**src/rtl/mul_issue_arbiter_if.sv**
```systemverilog
// mul_issue_arbiter_if: request, response and multiplier-FU signal bundle for mul_issue_arbiter
// slave  : the arbiter side (takes requests and FU results, drives grants, responses and FU start/operands)
// master : the environment side (requesters, response consumer and multiplier FU)
interface mul_issue_arbiter_if #(
  parameter int NREQ = 4,
  parameter int IDW  = 2
);
  logic [NREQ-1:0]    req_valid;
  logic [NREQ-1:0]    req_ready;
  logic [NREQ*32-1:0] req_a;
  logic [NREQ*32-1:0] req_b;
  logic               resp_valid;
  logic [IDW-1:0]     resp_id;
  logic [31:0]        resp_data;
  logic               resp_ready;
  logic               fu_en;
  logic [31:0]        fu_a;
  logic [31:0]        fu_b;
  logic [31:0]        fu_res;
  logic               fu_finish;
  modport slave (
    input  req_valid, req_a, req_b, resp_ready, fu_res, fu_finish,
    output req_ready, resp_valid, resp_id, resp_data, fu_en, fu_a, fu_b
  );
  modport master (
    output req_valid, req_a, req_b, resp_ready, fu_res, fu_finish,
    input  req_ready, resp_valid, resp_id, resp_data, fu_en, fu_a, fu_b
  );
endinterface

```
**src/rtl/mul_issue_arbiter.sv**
```systemverilog
// mul_issue_arbiter: round-robin sharing of one multi-cycle multiplier FU among NREQ requesters
// Ports: clk, rst_n (async, active-low); bus (mul_issue_arbiter_if.slave: requests, response, FU handshake);
//        busy (high outside IDLE). With MUL_ARB_PERF_EN defined: perf_ops, perf_busy counters.
module mul_issue_arbiter #(
  parameter int NREQ   = 4,
  parameter int IDW    = 2,
  parameter int FU_LAT = 7
) (
  input  logic clk,
  input  logic rst_n,
  mul_issue_arbiter_if.slave bus,
`ifdef MUL_ARB_PERF_EN
  output logic [31:0] perf_ops,
  output logic [31:0] perf_busy,
`endif
  output logic busy
);
  localparam logic [2:0] DRAIN = 3'd0;
  localparam logic [2:0] IDLE  = 3'd1;
  localparam logic [2:0] ISSUE = 3'd2;
  localparam logic [2:0] WAIT  = 3'd3;
  localparam logic [2:0] RESP  = 3'd4;
  localparam int CW = $clog2(FU_LAT + 2);
  logic [2:0]      state;
  logic [CW-1:0]   cnt;
  logic [IDW-1:0]  ptr, win, id, j;
  logic [NREQ-1:0] gnt;
  logic [31:0]     op_a [NREQ];
  logic [31:0]     op_b [NREQ];
  for (genvar i = 0; i < NREQ; i++) begin : g_op
    assign op_a[i] = bus.req_a[32*i +: 32];
    assign op_b[i] = bus.req_b[32*i +: 32];
  end
  // scan from the highest offset down so the first valid requester at or after ptr wins
  always_comb begin
    gnt = '0;
    win = '0;
    j   = '0;
    for (int k = NREQ - 1; k >= 0; k--) begin
      j = IDW'((int'(ptr) + k) % NREQ);
      if (bus.req_valid[j]) begin
        gnt    = '0;
        gnt[j] = 1'b1;
        win    = j;
      end
    end
  end
  assign bus.req_ready = (state == IDLE) ? gnt : '0;
  assign bus.fu_en     = (state == ISSUE);
  assign busy          = (state != IDLE);
  // the FU has no reset, so DRAIN waits out any operation that may still be in flight
  always_ff @(posedge clk or negedge rst_n)
    if (!rst_n) begin
      state          <= DRAIN;
      cnt            <= '0;
      ptr            <= '0;
      id             <= '0;
      bus.resp_valid <= 1'b0;
      bus.resp_id    <= '0;
      bus.resp_data  <= '0;
      bus.fu_a       <= '0;
      bus.fu_b       <= '0;
    end else begin
      cnt <= (state == DRAIN) ? cnt + 1'b1 : '0;
      case (state)
        DRAIN: if (cnt == CW'(FU_LAT)) state <= IDLE;
        IDLE: if (|bus.req_valid) begin
          state    <= ISSUE;
          bus.fu_a <= op_a[win];
          bus.fu_b <= op_b[win];
          id       <= win;
          ptr      <= (win == IDW'(NREQ - 1)) ? '0 : win + 1'b1;
        end
        ISSUE: state <= WAIT;
        WAIT: if (bus.fu_finish) begin
          state          <= RESP;
          bus.resp_data  <= bus.fu_res;
          bus.resp_id    <= id;
          bus.resp_valid <= 1'b1;
        end
        RESP: if (bus.resp_ready) begin
          state          <= IDLE;
          bus.resp_valid <= 1'b0;
        end
        default: state <= DRAIN;
      endcase
    end
`ifdef MUL_ARB_PERF_EN
  always_ff @(posedge clk or negedge rst_n)
    if (!rst_n) begin
      perf_ops  <= '0;
      perf_busy <= '0;
    end else begin
      perf_ops  <= perf_ops + 32'((state == RESP) && bus.resp_ready);
      perf_busy <= perf_busy + 32'((state == ISSUE) || (state == WAIT) || (state == RESP));
    end
`endif
endmodule

```
**src/flat_wrapper.sv**
```systemverilog
// flat-port wrapper written by rule: the top's interface ports become plain ports
module mul_issue_arbiter_flat 
#(
  parameter int NREQ   = 4,
  parameter int IDW    = 2,
  parameter int FU_LAT = 7
)
  (clk, rst_n, busy, bus_req_valid, bus_req_a, bus_req_b, bus_resp_ready, bus_fu_res, bus_fu_finish, bus_req_ready, bus_resp_valid, bus_resp_id, bus_resp_data, bus_fu_en, bus_fu_a, bus_fu_b);
  mul_issue_arbiter_if #(.NREQ(NREQ), .IDW(IDW)) bus_i ();
  input  logic clk;
  input  logic rst_n;
  output logic busy;
  input wire logic [$bits(bus_i.req_valid)-1:0] bus_req_valid;
  input wire logic [$bits(bus_i.req_a)-1:0] bus_req_a;
  input wire logic [$bits(bus_i.req_b)-1:0] bus_req_b;
  input wire logic [$bits(bus_i.resp_ready)-1:0] bus_resp_ready;
  input wire logic [$bits(bus_i.fu_res)-1:0] bus_fu_res;
  input wire logic [$bits(bus_i.fu_finish)-1:0] bus_fu_finish;
  output wire logic [$bits(bus_i.req_ready)-1:0] bus_req_ready;
  output wire logic [$bits(bus_i.resp_valid)-1:0] bus_resp_valid;
  output wire logic [$bits(bus_i.resp_id)-1:0] bus_resp_id;
  output wire logic [$bits(bus_i.resp_data)-1:0] bus_resp_data;
  output wire logic [$bits(bus_i.fu_en)-1:0] bus_fu_en;
  output wire logic [$bits(bus_i.fu_a)-1:0] bus_fu_a;
  output wire logic [$bits(bus_i.fu_b)-1:0] bus_fu_b;
  assign bus_i.req_valid = bus_req_valid;
  assign bus_i.req_a = bus_req_a;
  assign bus_i.req_b = bus_req_b;
  assign bus_i.resp_ready = bus_resp_ready;
  assign bus_i.fu_res = bus_fu_res;
  assign bus_i.fu_finish = bus_fu_finish;
  assign bus_req_ready = bus_i.req_ready;
  assign bus_resp_valid = bus_i.resp_valid;
  assign bus_resp_id = bus_i.resp_id;
  assign bus_resp_data = bus_i.resp_data;
  assign bus_fu_en = bus_i.fu_en;
  assign bus_fu_a = bus_i.fu_a;
  assign bus_fu_b = bus_i.fu_b;
  mul_issue_arbiter #(.NREQ(NREQ), .IDW(IDW), .FU_LAT(FU_LAT)) u_core (.clk(clk), .rst_n(rst_n), .bus(bus_i), .busy(busy));
endmodule
```
**config.mk**
```make
export PLATFORM = sky130hd
export DESIGN_NAME = mul_issue_arbiter_flat
export DESIGN_NICKNAME = d
export VERILOG_FILES = /design/src/rtl/mul_issue_arbiter_if.sv /design/src/rtl/mul_issue_arbiter.sv /design/src/flat_wrapper.sv
export SDC_FILE = /design/constraint.sdc
export NUM_CORES = 1
export LEC_CHECK = 0
export ABC_AREA = 1
export CAP_MARGIN = 20
export CORE_AREA = 3 3 153 155
export DETAILED_ROUTE_END_ITERATION = 10
export DIE_AREA = 0 0 156 158
export HOLD_SLACK_MARGIN = 0.1
export PLACE_DENSITY = 0.79
export SYNTH_ARGS = -nofsm -noshare
export SYNTH_HDL_FRONTEND = slang
export SYNTH_SLANG_ARGS = --single-unit
export TNS_END_PERCENT = 50
```
**constraint.sdc**
```tcl
create_clock -name clk -period 4.5 [get_ports clk]
set_clock_uncertainty 0.2 [all_clocks]
set_input_delay 0.45 -clock clk [delete_from_list [all_inputs] [get_ports clk]]
set_output_delay 0.45 -clock clk [all_outputs]
set_load 0.02 [all_outputs]
```
==> results.sh, run 1 <==
export IMPL_drive_gt1_share_pct=5.552
export IMPL_cts_tree="done"
export IMPL_worst_slew_pin_slew_ns=1.010
export IMPL_fin_crit_ns=3.589
export IMPL_power_internal_uw=4602
export IMPL_max_cap_viol_count=0
export IMPL_cts_root_buf="clkbuf_16"
export IMPL_grt_pass1_wl_mm=42.84
export IMPL_synth_seq_cells=110
export IMPL_ys_flop_type="dfrtp_1"
export IMPL_ir_drop_mv=0.6715
export IMPL_rsz0062_at_grt="no"
export IMPL_drt_iter0_drc=503
export IMPL_setup_viol=0
export IMPL_timing_final_crit_share_pct=79.76
export IMPL_yosysWarnings=0
export IMPL_multi_input_area_um2=3904
export IMPL_leakage_uw=0.006297
export IMPL_first_global_vias=8155
export IMPL_regArea_um2=2753
export IMPL_area_delta_synth_final_pct=56.53
export IMPL_cts_buffers=9
export IMPL_hold_slack_ns=0.2581
export IMPL_holdPathEnd="u_core.cnt[0]$_DFF_PN0_"
export IMPL_clockBufferDepth=2
export IMPL_synthAdderAreaFrac_pct=1.595
export IMPL_switching_share_pct=51.24
export IMPL_vias=8709
export IMPL_fp_coreArea_um2=21960
export IMPL_fmax_mhz=278.6
export IMPL_wl_per_cell_um=15.66
export IMPL_p_switching_uw=4836
export IMPL_startpoint_type="flip-flop"
export IMPL_syn_num_nets=1481
export IMPL_io_pin_count=401
export IMPL_power_frac_seq_pct=18.8
export IMPL_final_hold_viol_count=0
export IMPL_layout_common_cells="nand2_1 (413), clkdlybuf4s50_1 (399), inv_1 (207)"
export IMPL_wl_mm=28.36
export IMPL_placed_area_um2=11930
export IMPL_pwr_share_clk_pct=9.7
export IMPL_cp_max_fo=13
export IMPL_path_class="flip-flop to output pin"
export IMPL_synth_top_family_by_area="simple AND/OR/NAND/NOR gates"
export IMPL_r2r_end="u_core.bus.fu_a[6]$_DFFE_PN0P_"
export IMPL_drv_slew=0
export IMPL_hp_class="flip-flop to flip-flop"
export IMPL_synth_area_top_cells="dfrtp_1 (35%), nand2_1 (20%), nand3_1 (13%), inv_1 (10%), nand3b_1 (6.1%)"
export IMPL_drc_errors=0
export IMPL_nets=1832
export IMPL_synth_mux_area_share_pct=4.880
export IMPL_layout_commonest_cell="nand2_1"
export IMPL_portBuffers=400
export IMPL_num_rows=54
export IMPL_grt_overflow=0
export IMPL_synth_edf_count=0
export IMPL_worstSetupStartpoint="u_core.ptr[0]$_DFFE_PN0P_"
export IMPL_fp_dieW_um=156
export IMPL_min_path_cells=1
export IMPL_hpwl_mm=20.88
export IMPL_grt_max_degree=130
export IMPL_fin_tns_setup_ns=0
export IMPL_syn_avg_cell_area_um2=6.678
export IMPL_yosysTopAreaCell="dfrtp_1"
export IMPL_reg2reg_from="u_core.ptr[0]$_DFFE_PN0P_"
export IMPL_cp_data_required_time_ns=3.85
export IMPL_gp_congestion=0.8828
export IMPL_syn_inst=1175
export IMPL_start_util_pct=35.73
export IMPL_grt_use_total_pct=21.74
export IMPL_clkLatencyLatePin_ns=0.35
export IMPL_cp_arrival_ns=2.94
export IMPL_yosysTopAreaCellShare_pct=35.08
export IMPL_first_pass_iters=5
export IMPL_reg2regPathDepth=16
export IMPL_synth_compound_area_share_pct=1.706
export IMPL_fin_area_um2=12280
export IMPL_reg2reg_slack_ns=1.05
export IMPL_relSlewSlack_pct=32.67
export IMPL_clock_sinks=110
export IMPL_die_h_um=158
export IMPL_synth_xor_area_share_pct=0.1116
export IMPL_antenna_found_initial=0
export IMPL_min_from="u_core.cnt[0]$_DFF_PN0_"
export IMPL_clkTransAtPathRegs_ns=0.08
export IMPL_cp_end_kind="output pin"
export IMPL_pwr_share_comb_pct=71.5
export IMPL_die_area_um2=24650
export IMPL_seq_area_frac_synth_pct=35.08
export IMPL_vias_per_cell=4.809
export IMPL_netlist_area_um2=7846
export IMPL_synth_simple_area_share_pct=41.17
export IMPL_powerDensity_nw_per_um2=768.5
export IMPL_nFillCells=2040
export IMPL_antenna_cells=0
export IMPL_detail_route_antenna_nets=0
export IMPL_ys_types=30
export IMPL_ys_async_sr_fraction_pct=100.0
export IMPL_status="complete, no violations"
export IMPL_htreeDepth=3
-- worst max-delay path by stage --
| stage | end | slack (ns) | cells past startpoint |
|---|---|---|---|
| final | bus_req_ready[2] | 0.91 | 10 |
| after CTS | bus_req_ready[2] | 0.92 | 10 |
| after global routing | bus_req_ready[2] | 0.69 | 10 |
| after global placement | u_core.bus.fu_a[6]$_DFFE_PN0P_ | 1.19 | 16 |
| after floorplan | u_core.ptr[1]$_DFFE_PN0P_ | 2.04 | 16 |
| after detailed placement | u_core.bus.fu_a[6]$_DFFE_PN0P_ | 1.10 | 16 |
-- final cells by class --
cell class	count	area share (%)
repair buffers	414	33.66
flip-flops and latches	110	22.41
well taps	280	2.852
inverters	213	6.530
multi-input cells	778	31.78
clock buffers	11	2.058
clock inverters	5	0.7029
-- state kept, by name (all words and copies together) (netlist names) --
name and flops:
u_core.bus.fu_b 32, u_core.bus.resp_data 32, u_core.bus.resp_id 2, u_core.cnt 4
u_core.bus.resp_valid 1, u_core.state 3, u_core.bus.fu_a 32, u_core.id 2
u_core.ptr 2
-- stage by stage --
step	instances	worst slack, ns	power [uW]	util, %
after floorplan	1175	2.042	6415	-
after global placement	1794	1.191	8422	54.34
after detailed placement	1794	1.098	8544	54.34
after CTS	1811	0.9184	9506	55.93
after global routing	1811	0.6902	10320	55.93
final	1811	0.9110	9438	55.93
-- synthesized netlist by cell type (6+ instances only) --
master,count
a21oi_1,9
buf_2,28
buf_4,12
buf_6,7
clkbuf_1,25
dfrtp_1,110
ha_1,10
inv_1,208
mux2_2,34
nand2_1,414
nand2_2,6
nand3_1,202
nand3b_1,64
nor2_1,9
o21ai_0,8
-- power by group through the flow --
stage	Combinational, uW	Clock, uW	Sequential [uW]
floorplan	4140	0	2280
global placement	6650	0	1770
detailed placement	6760	0	1790
CTS	6790	942	1780
global route	7520	968	1830
finish	6750	913	1770
-- kinds of logic (layout without fill, tap and decap cells) --
logic type | after synthesis | count (layout)
multiplexers | 34 | 34
XOR/XNOR | 1 | 1
adder cells (fa/ha/maj) | 10 | 10
AO/OA/AOI/OAI | 24 | 24
flip-flops | 110 | 110
buffers and inverters | 287 | 643
AND/OR/NAND/NOR | 709 | 709
-- timing repair --
action / in CTS / in global routing
gates resized for setup: 0 / 0
endpoints found under the hold margin: 13 / 0
buffers inserted: 0 / 0
hold buffers: 1 / 0
-- layer usage --
metal,global-route usage (%),vias up,wire (um)
met4,6.939,0,637
li1,-,4308,-
met3,5.358,40,2408
met5,0,-,0
met1,26.22,3982,11240
met2,38.16,379,14070
-- worst max-delay path: stages (launching register included) --
cell and delay [ns]:
dfrtp_1 0.68, inv_4 0.14, ha_1 0.37, inv_1 0.09
nand2_1 0.07, nand2_1 0.14, nand3_1 0.10, o211ai_1 0.08
o21ai_0 0.11, a21oi_1 0.18, clkdlybuf4s50_1 0.65
No activity file was read; power rests on OpenSTA's default activity.
==> run 2, diff against run 1 <==
--- a/config.mk
+++ b/config.mk
@@ -7,11 +7,11 @@
 export LEC_CHECK = 0
 export ABC_AREA = 1
 export CAP_MARGIN = 20
-export CORE_AREA = 3 3 153 155
+export CORE_AREA = 3 3 154 156
 export DETAILED_ROUTE_END_ITERATION = 10
-export DIE_AREA = 0 0 156 158
+export DIE_AREA = 0 0 157 159
 export HOLD_SLACK_MARGIN = 0.1
-export PLACE_DENSITY = 0.79
+export PLACE_DENSITY = 0.81
 export SYNTH_ARGS = -nofsm -noshare
 export SYNTH_HDL_FRONTEND = slang
 export SYNTH_SLANG_ARGS = --single-unit
==> constraint.sdc (replaced) <==
create_clock -name clk -period 3.1 [get_ports clk]
set_clock_uncertainty 0.2 [all_clocks]
set_input_delay 0.31 -clock clk [delete_from_list [all_inputs] [get_ports clk]]
set_output_delay 0.31 -clock clk [all_outputs]
set_load 0.02 [all_outputs]
==> results.sh, run 2 (synthesis results as in run 1) <==
export IMPL_status="complete, no violations"
export IMPL_wl_mm=28.13
export IMPL_reg2reg_slack_ns=0.30
export IMPL_wl_per_cell_um=15.41
export IMPL_cts_buffers=9
export IMPL_cts_root_buf="clkbuf_16"
export IMPL_cp_max_fo=7
export IMPL_gp_congestion=0.9041
export IMPL_cp_data_required_time_ns=2.59
export IMPL_startpoint_type="flip-flop"
export IMPL_dpl_worst_slack_ns=0.2101
export IMPL_grt_overflow=0
export IMPL_clkTransAtPathRegs_ns=0.08
export IMPL_placed_cells=1809
export IMPL_grt_use_total_pct=22.03
export IMPL_layout_commonest_cell="nand2_1"
export IMPL_power_internal_uw=6786
export IMPL_nFillCells=2102
export IMPL_vias_per_cell=4.846
export IMPL_io_pin_count=401
export IMPL_fp_coreArea_um2=22500
export IMPL_start_util_pct=34.87
export IMPL_portBuffers=400
export IMPL_cp_end_kind="output pin"
export IMPL_timing_final_crit_share_pct=94.43
export IMPL_antenna_found_initial=0
export IMPL_cts_tree="done"
export IMPL_grt_pass1_wl_mm=44.42
export IMPL_clock_sinks=110
export IMPL_leakage_uw=0.006357
export IMPL_final_hold_viol_count=0
export IMPL_postCtsSetupBuffers=0
export IMPL_fin_crit_ns=2.927
export IMPL_cp_arrival_ns=2.42
export IMPL_regArea_um2=2754
export IMPL_reg2regPathDepth=16
export IMPL_pwr_share_clk_pct=8.4
export IMPL_powerDensity_nw_per_um2=1123
export IMPL_antenna_cells=0
export IMPL_drc_errors=0
export IMPL_p_switching_uw=7133
export IMPL_hold_slack_ns=0.2654
export IMPL_drt_iter0_drc=494
export IMPL_min_from="u_core.cnt[0]$_DFF_PN0_"
export IMPL_fp_dieW_um=157
export IMPL_power_frac_seq_pct=18.3
export IMPL_drive_gt1_share_pct=6.424
export IMPL_nets=1842
export IMPL_htreeDepth=3
export IMPL_clockBufferDepth=2
export IMPL_path_class="flip-flop to output pin"
export IMPL_reg_largest_list="u_core.bus.fu_a (32), u_core.bus.fu_b (32), u_core.bus.resp_data (32)"
export IMPL_fmax_mhz=341.6
export IMPL_detail_route_antenna_nets=0
export IMPL_hpwl_mm=21.26
export IMPL_first_global_vias=8642
export IMPL_num_rows=55
export IMPL_relSlewSlack_pct=53.53
export IMPL_min_path_cells=1
export IMPL_drv_slew=0
export IMPL_setup_viol=0
export IMPL_fin_ws_ns=0.1726
export IMPL_reg2reg_from="u_core.ptr[1]$_DFFE_PN0P_"
export IMPL_worst_slew_pin_slew_ns=0.6970
export IMPL_r2r_end="u_core.bus.fu_b[7]$_DFFE_PN0P_"
export IMPL_area_delta_synth_final_pct=58.03
export IMPL_vias=8848
export IMPL_pwr_share_comb_pct=73.3
export IMPL_clkLatencyLatePin_ns=0.35
export IMPL_ir_drop_mv=0.7112
export IMPL_post_route_util_pct=55.10
export IMPL_hp_class="flip-flop to flip-flop"
export IMPL_multi_input_area_um2=3904
export IMPL_switching_share_pct=51.25
export IMPL_holdPathEnd="u_core.cnt[0]$_DFF_PN0_"
export IMPL_first_pass_iters=7
export IMPL_grt_max_degree=72
export IMPL_final_instance_count_excl_fill=1826
export IMPL_die_area_um2=24960
export IMPL_die_h_um=159
export IMPL_layout_common_cells="nand2_1 (413), clkdlybuf4s50_1 (395), inv_1 (206)"
export IMPL_max_cap_viol_count=0
run 2: through the flow:
step           cell area, um^2  total power [uW]  setup TNS [ns]
2_1_floorplan             7846              9312               0
3_3_place_gp             12100             12630               0
3_5_place_dp             12100             12800               0
4_1_cts                  12400             14010               0
5_1_grt                  12400             15240       -0.003155
6_report                 12400             13920               0
run 2: repair_timing:
action                                  CTS  global route
endpoints found under the setup margin    4             5
resized for setup                         4             8
cloned                                    0             0
endpoints found under the hold margin   110             0
hold buffers                              1             0
run 2: layout make-up:
type                    instances  share of cell area, %
multi-input cells             778                  31.48
clock buffers                   9                  1.816
inverters                     213                  6.498
well taps                     285                  2.876
clock inverters                 7                 0.5449
repair buffers                424                  34.57
flip-flops and latches        110                  22.21
run 2: layer usage:
metal  GRT usage, %  wire length, um  vias to the layer above  share of wire [%]
met4          9.431             1186                        0                4.2
li1               -                -                     4324                  -
met5              0                0                        -                  0
met2          37.06            13480                      435                 48
met1          26.62            10940                     4021                 39
met3          5.382             2529                       68                9.0
run 2: power by group through the flow:
stage               logic (uW)  registers (uW)  clock network, uW
floorplan                 6000            3310                  0
global placement         10100            2540                  0
detailed placement       10200            2570                  0
CTS                      10300            2550               1200
global route             11400            2640               1250
finish                   10200            2550               1160
run 2: worst max path at each step:
stage                         startpoint                         to  slack [ns]  cells past startpoint
6_report       u_core.ptr[1]$_DFFE_PN0P_           bus_req_ready[3]        0.17                     10
3_3_place_gp            bus_req_valid[3]           bus_req_ready[2]        0.28                     10
3_5_place_dp   u_core.ptr[1]$_DFFE_PN0P_           bus_req_ready[2]        0.21                     10
2_1_floorplan  u_core.ptr[0]$_DFFE_PN0P_  u_core.ptr[1]$_DFFE_PN0P_        0.64                     16
4_1_cts        u_core.ptr[1]$_DFFE_PN0P_           bus_req_ready[2]        0.06                     10
5_1_grt        u_core.ptr[1]$_DFFE_PN0P_           bus_req_ready[1]      -0.003                     10
run 2: critical path, stage by stage, from the launching register on:
cell             delay (ns)
dfrtp_2                0.46
clkinvlp_4             0.19
ha_1                   0.36
inv_1                  0.10
nand2_1                0.06
nand2_1                0.15
nand3_1                0.11
nand2_1                0.08
o211ai_1               0.08
a21oi_1                0.13
clkdlybuf4s15_1        0.34
==> run 3, diff against run 2 <==
--- a/config.mk
+++ b/config.mk
@@ -5,13 +5,13 @@
 export SDC_FILE = /design/constraint.sdc
 export NUM_CORES = 1
 export LEC_CHECK = 0
-export ABC_AREA = 1
 export CAP_MARGIN = 20
-export CORE_AREA = 3 3 154 156
+export CORE_ASPECT_RATIO = 0.6
+export CORE_MARGIN = 3
+export CORE_UTILIZATION = 36
 export DETAILED_ROUTE_END_ITERATION = 10
-export DIE_AREA = 0 0 157 159
 export HOLD_SLACK_MARGIN = 0.1
-export PLACE_DENSITY = 0.81
+export PLACE_DENSITY = 0.85
 export SYNTH_ARGS = -nofsm -noshare
 export SYNTH_HDL_FRONTEND = slang
 export SYNTH_SLANG_ARGS = --single-unit
==> results.sh, run 3 <==
export IMPL_dpl_worst_slack_ns=-0.06327
export IMPL_htreeDepth=3
export IMPL_first_pass_iters=5
export IMPL_cp_max_fo=4
export IMPL_cts_buffers=9
export IMPL_timing_final_crit_share_pct=96.69
export IMPL_fin_crit_ns=2.997
export IMPL_die_area_um2=22470
export IMPL_ys_types=48
export IMPL_hp_class="input port to async pin"
export IMPL_yosysWarnings=0
export IMPL_fp_dieW_um=191.5
export IMPL_synth_mux_area_share_pct=6.749
export IMPL_portBuffers=400
export IMPL_layout_commonest_cell="clkdlybuf4s50_1"
export IMPL_clock_sinks=110
export IMPL_drv_slew=0
export IMPL_ys_flop_type="dfrtp_1"
export IMPL_vias=8946
export IMPL_leakage_uw=0.004619
export IMPL_yosysTopAreaCell="dfrtp_1"
export IMPL_drive_gt1_share_pct=11.88
export IMPL_synth_area_top_cells="dfrtp_1 (37%), nand3_1 (13%), a22o_1 (7.4%), nand2_1 (7.2%), o221a_1 (6.1%)"
export IMPL_status="complete, no violations"
export IMPL_fin_ws_ns=0.1025
export IMPL_placed_area_um2=11900
export IMPL_detail_route_antenna_nets=0
export IMPL_reg_largest_list="u_core.bus.fu_a (32), u_core.bus.fu_b (32), u_core.bus.resp_data (32)"
export IMPL_yosysMostFrequentCell="nand3_1"
export IMPL_grt_pass1_wl_mm=50.54
export IMPL_fp_coreArea_um2=20120
export IMPL_layout_common_cells="clkdlybuf4s50_1 (395), nand3_1 (195), nand2_1 (142)"
export IMPL_grt_use_total_pct=28.18
export IMPL_synth_seq_cells=110
export IMPL_syn_inst=859
export IMPL_cp_data_required_time_ns=2.59
export IMPL_vias_per_cell=5.936
export IMPL_seq_area_frac_synth_pct=37.02
export IMPL_synth_edf_count=0
export IMPL_synth_compound_area_share_pct=20.26
export IMPL_first_global_vias=8841
export IMPL_cts_root_buf="clkbuf_16"
export IMPL_final_hold_viol_count=0
export IMPL_clkTransAtPathRegs_ns=0.08
export IMPL_netlist_area_um2=7435
export IMPL_ir_drop_mv=0.8252
export IMPL_yosysTopAreaCellShare_pct=37.02
export IMPL_ys_async_sr_fraction_pct=100.0
export IMPL_io_pin_count=401
export IMPL_syn_avg_cell_area_um2=8.655
export IMPL_placed_cells=1482
export IMPL_start_util_pct=36.95
export IMPL_clockBufferDepth=2
export IMPL_synth_xor_area_share_pct=0.2356
export IMPL_startpoint_type="flip-flop"
export IMPL_grt_overflow=0
export IMPL_cts_tree="done"
export IMPL_relSlewSlack_pct=56.39
export IMPL_cp_end_kind="output pin"
export IMPL_reg2regPathDepth=10
export IMPL_hpwl_mm=23.94
export IMPL_die_h_um=117.3
export IMPL_area_delta_synth_final_pct=64.74
export IMPL_regArea_um2=2756
export IMPL_multi_input_area_um2=4334
export IMPL_fin_total_pwr_uw=12740
export IMPL_antenna_found_initial=6
export IMPL_max_cap_viol_count=0
export IMPL_synthAdderAreaFrac_pct=1.683
export IMPL_wl_per_cell_um=21.80
export IMPL_drc_errors=0
export IMPL_syn_num_nets=1165
export IMPL_num_rows=40
export IMPL_fmax_mhz=333.6
export IMPL_fin_area_um2=12250
export IMPL_wl_mm=32.85
export IMPL_netlist_top_cells_count="nand3_1 (195), nand2_1 (142), dfrtp_1 (110)"
export IMPL_path_class="flip-flop to output pin"
export IMPL_synth_top_family_by_area="simple AND/OR/NAND/NOR gates"
export IMPL_synth_simple_area_share_pct=28.09
export IMPL_grt_max_degree=74
export IMPL_drt_iter0_drc=833
export IMPL_cp_arrival_ns=2.49
export IMPL_powerDensity_nw_per_um2=1040
export IMPL_clkLatencyLatePin_ns=0.35
export IMPL_nFillCells=1731
export IMPL_setup_viol=0
export IMPL_nets=1530
export IMPL_worst_slew_pin_slew_ns=0.6542
export IMPL_gp_congestion=0.8427
export IMPL_final_instance_count_excl_fill=1507
[run 3: cell types whose count changed in the layout (fill, tap and decap cells not counted), sizes merged, moves of 27 or more]
cell and change:
nand4 +63, a22o +63, o221a +63, inv -207, nand2 -280, nand3b -63, buf +27
[run 3: final timing paths]
check                                     startpoint                                   to  slack (ns)
max                        u_core.ptr[0]$_DFFE_PN0P_                     bus_req_ready[0]        0.10
min                                            rst_n  u_core.bus.resp_data[4]$_DFFE_PN0P_        0.27
max reg2reg                u_core.ptr[0]$_DFFE_PN0P_            u_core.ptr[1]$_DFFE_PN0P_        0.11
min reg2reg                  u_core.cnt[0]$_DFF_PN0_              u_core.cnt[0]$_DFF_PN0_        0.27
max in group asynchronous                      rst_n      u_core.bus.fu_b[22]$_DFFE_PN0P_        1.58
min in group clk             u_core.cnt[0]$_DFF_PN0_              u_core.cnt[0]$_DFF_PN0_        0.27
[run 3: critical path, stage by stage (launching register included)]
cell      delay, ns
dfrtp_4        0.43
clkinv_2       0.08
ha_4           0.29
mux2_4         0.32
nor2_1         0.12
a211oi_2       0.06
buf_4          0.16
a221oi_1       0.25
o21bai_1       0.16
o22ai_1        0.08
buf_2          0.17
[run 3: power by group]
part | leakage (uW) | switching, uW | internal [uW]
Clock | 0.000127 | 595 | 555
Combinational | 0.00323 | 4910 | 4070
Sequential | 0.00126 | 436 | 2170
Total | 0.00462 | 5940 | 6800
[run 3: kinds of logic (layout without fill, tap and decap cells)]
kind of cell	Yosys count	count (layout)
flops	110	110
mux	43	43
compound gates	161	161
other cells	0	5
xor+xnor	2	2
fa+ha+maj	10	10
simple gates	434	434
buf+inv	99	469
[run 3: cell type report]
class / count / share of cell area, %
Timing Repair Buffer: 447 / 36.77
Multi-Input combinational cell: 650 / 35.39
Sequential cell: 110 / 22.50
Tap cell: 273 / 2.789
Clock buffer: 10 / 1.869
Clock inverter: 6 / 0.3882
Inverter: 6 / 0.1941
Antenna cell: 5 / 0.1022
[run 3: layer usage]
| metal | vias to the layer above | global-route usage [%] | wire [um] |
|---|---|---|---|
| met2 | 514 | 46.01 | 15670 |
| met5 | - | 0 | 13 |
| met3 | 64 | 7.679 | 3213 |
| met1 | 4365 | 36.16 | 13060 |
| li1 | 4001 | - | - |
| met4 | 2 | 9.162 | 889 |
[run 3: what timing repair did]
| action | in CTS | in global routing |
|---|---|---|
| setup buffers | 1 | 2 |
| resized for setup | 17 | 8 |
| hold endpoints to repair | 37 | 0 |
| hold buffers | 1 | 0 |
| setup endpoints to repair | 4 | 13 |
[run 3: stage by stage]
stage / TNS (ns) / util, % / hold WS (ns)
3_5_place_dp: -0.2593 / 59.14 / 0.1292
6_report: 0 / 60.88 / 0.2691
5_1_grt: -0.002899 / 60.88 / 0.2894
2_1_floorplan: 0 / - / -0.1856
3_3_place_gp: -0.03942 / 59.14 / 0.1273
4_1_cts: 0 / 60.53 / 0.2670
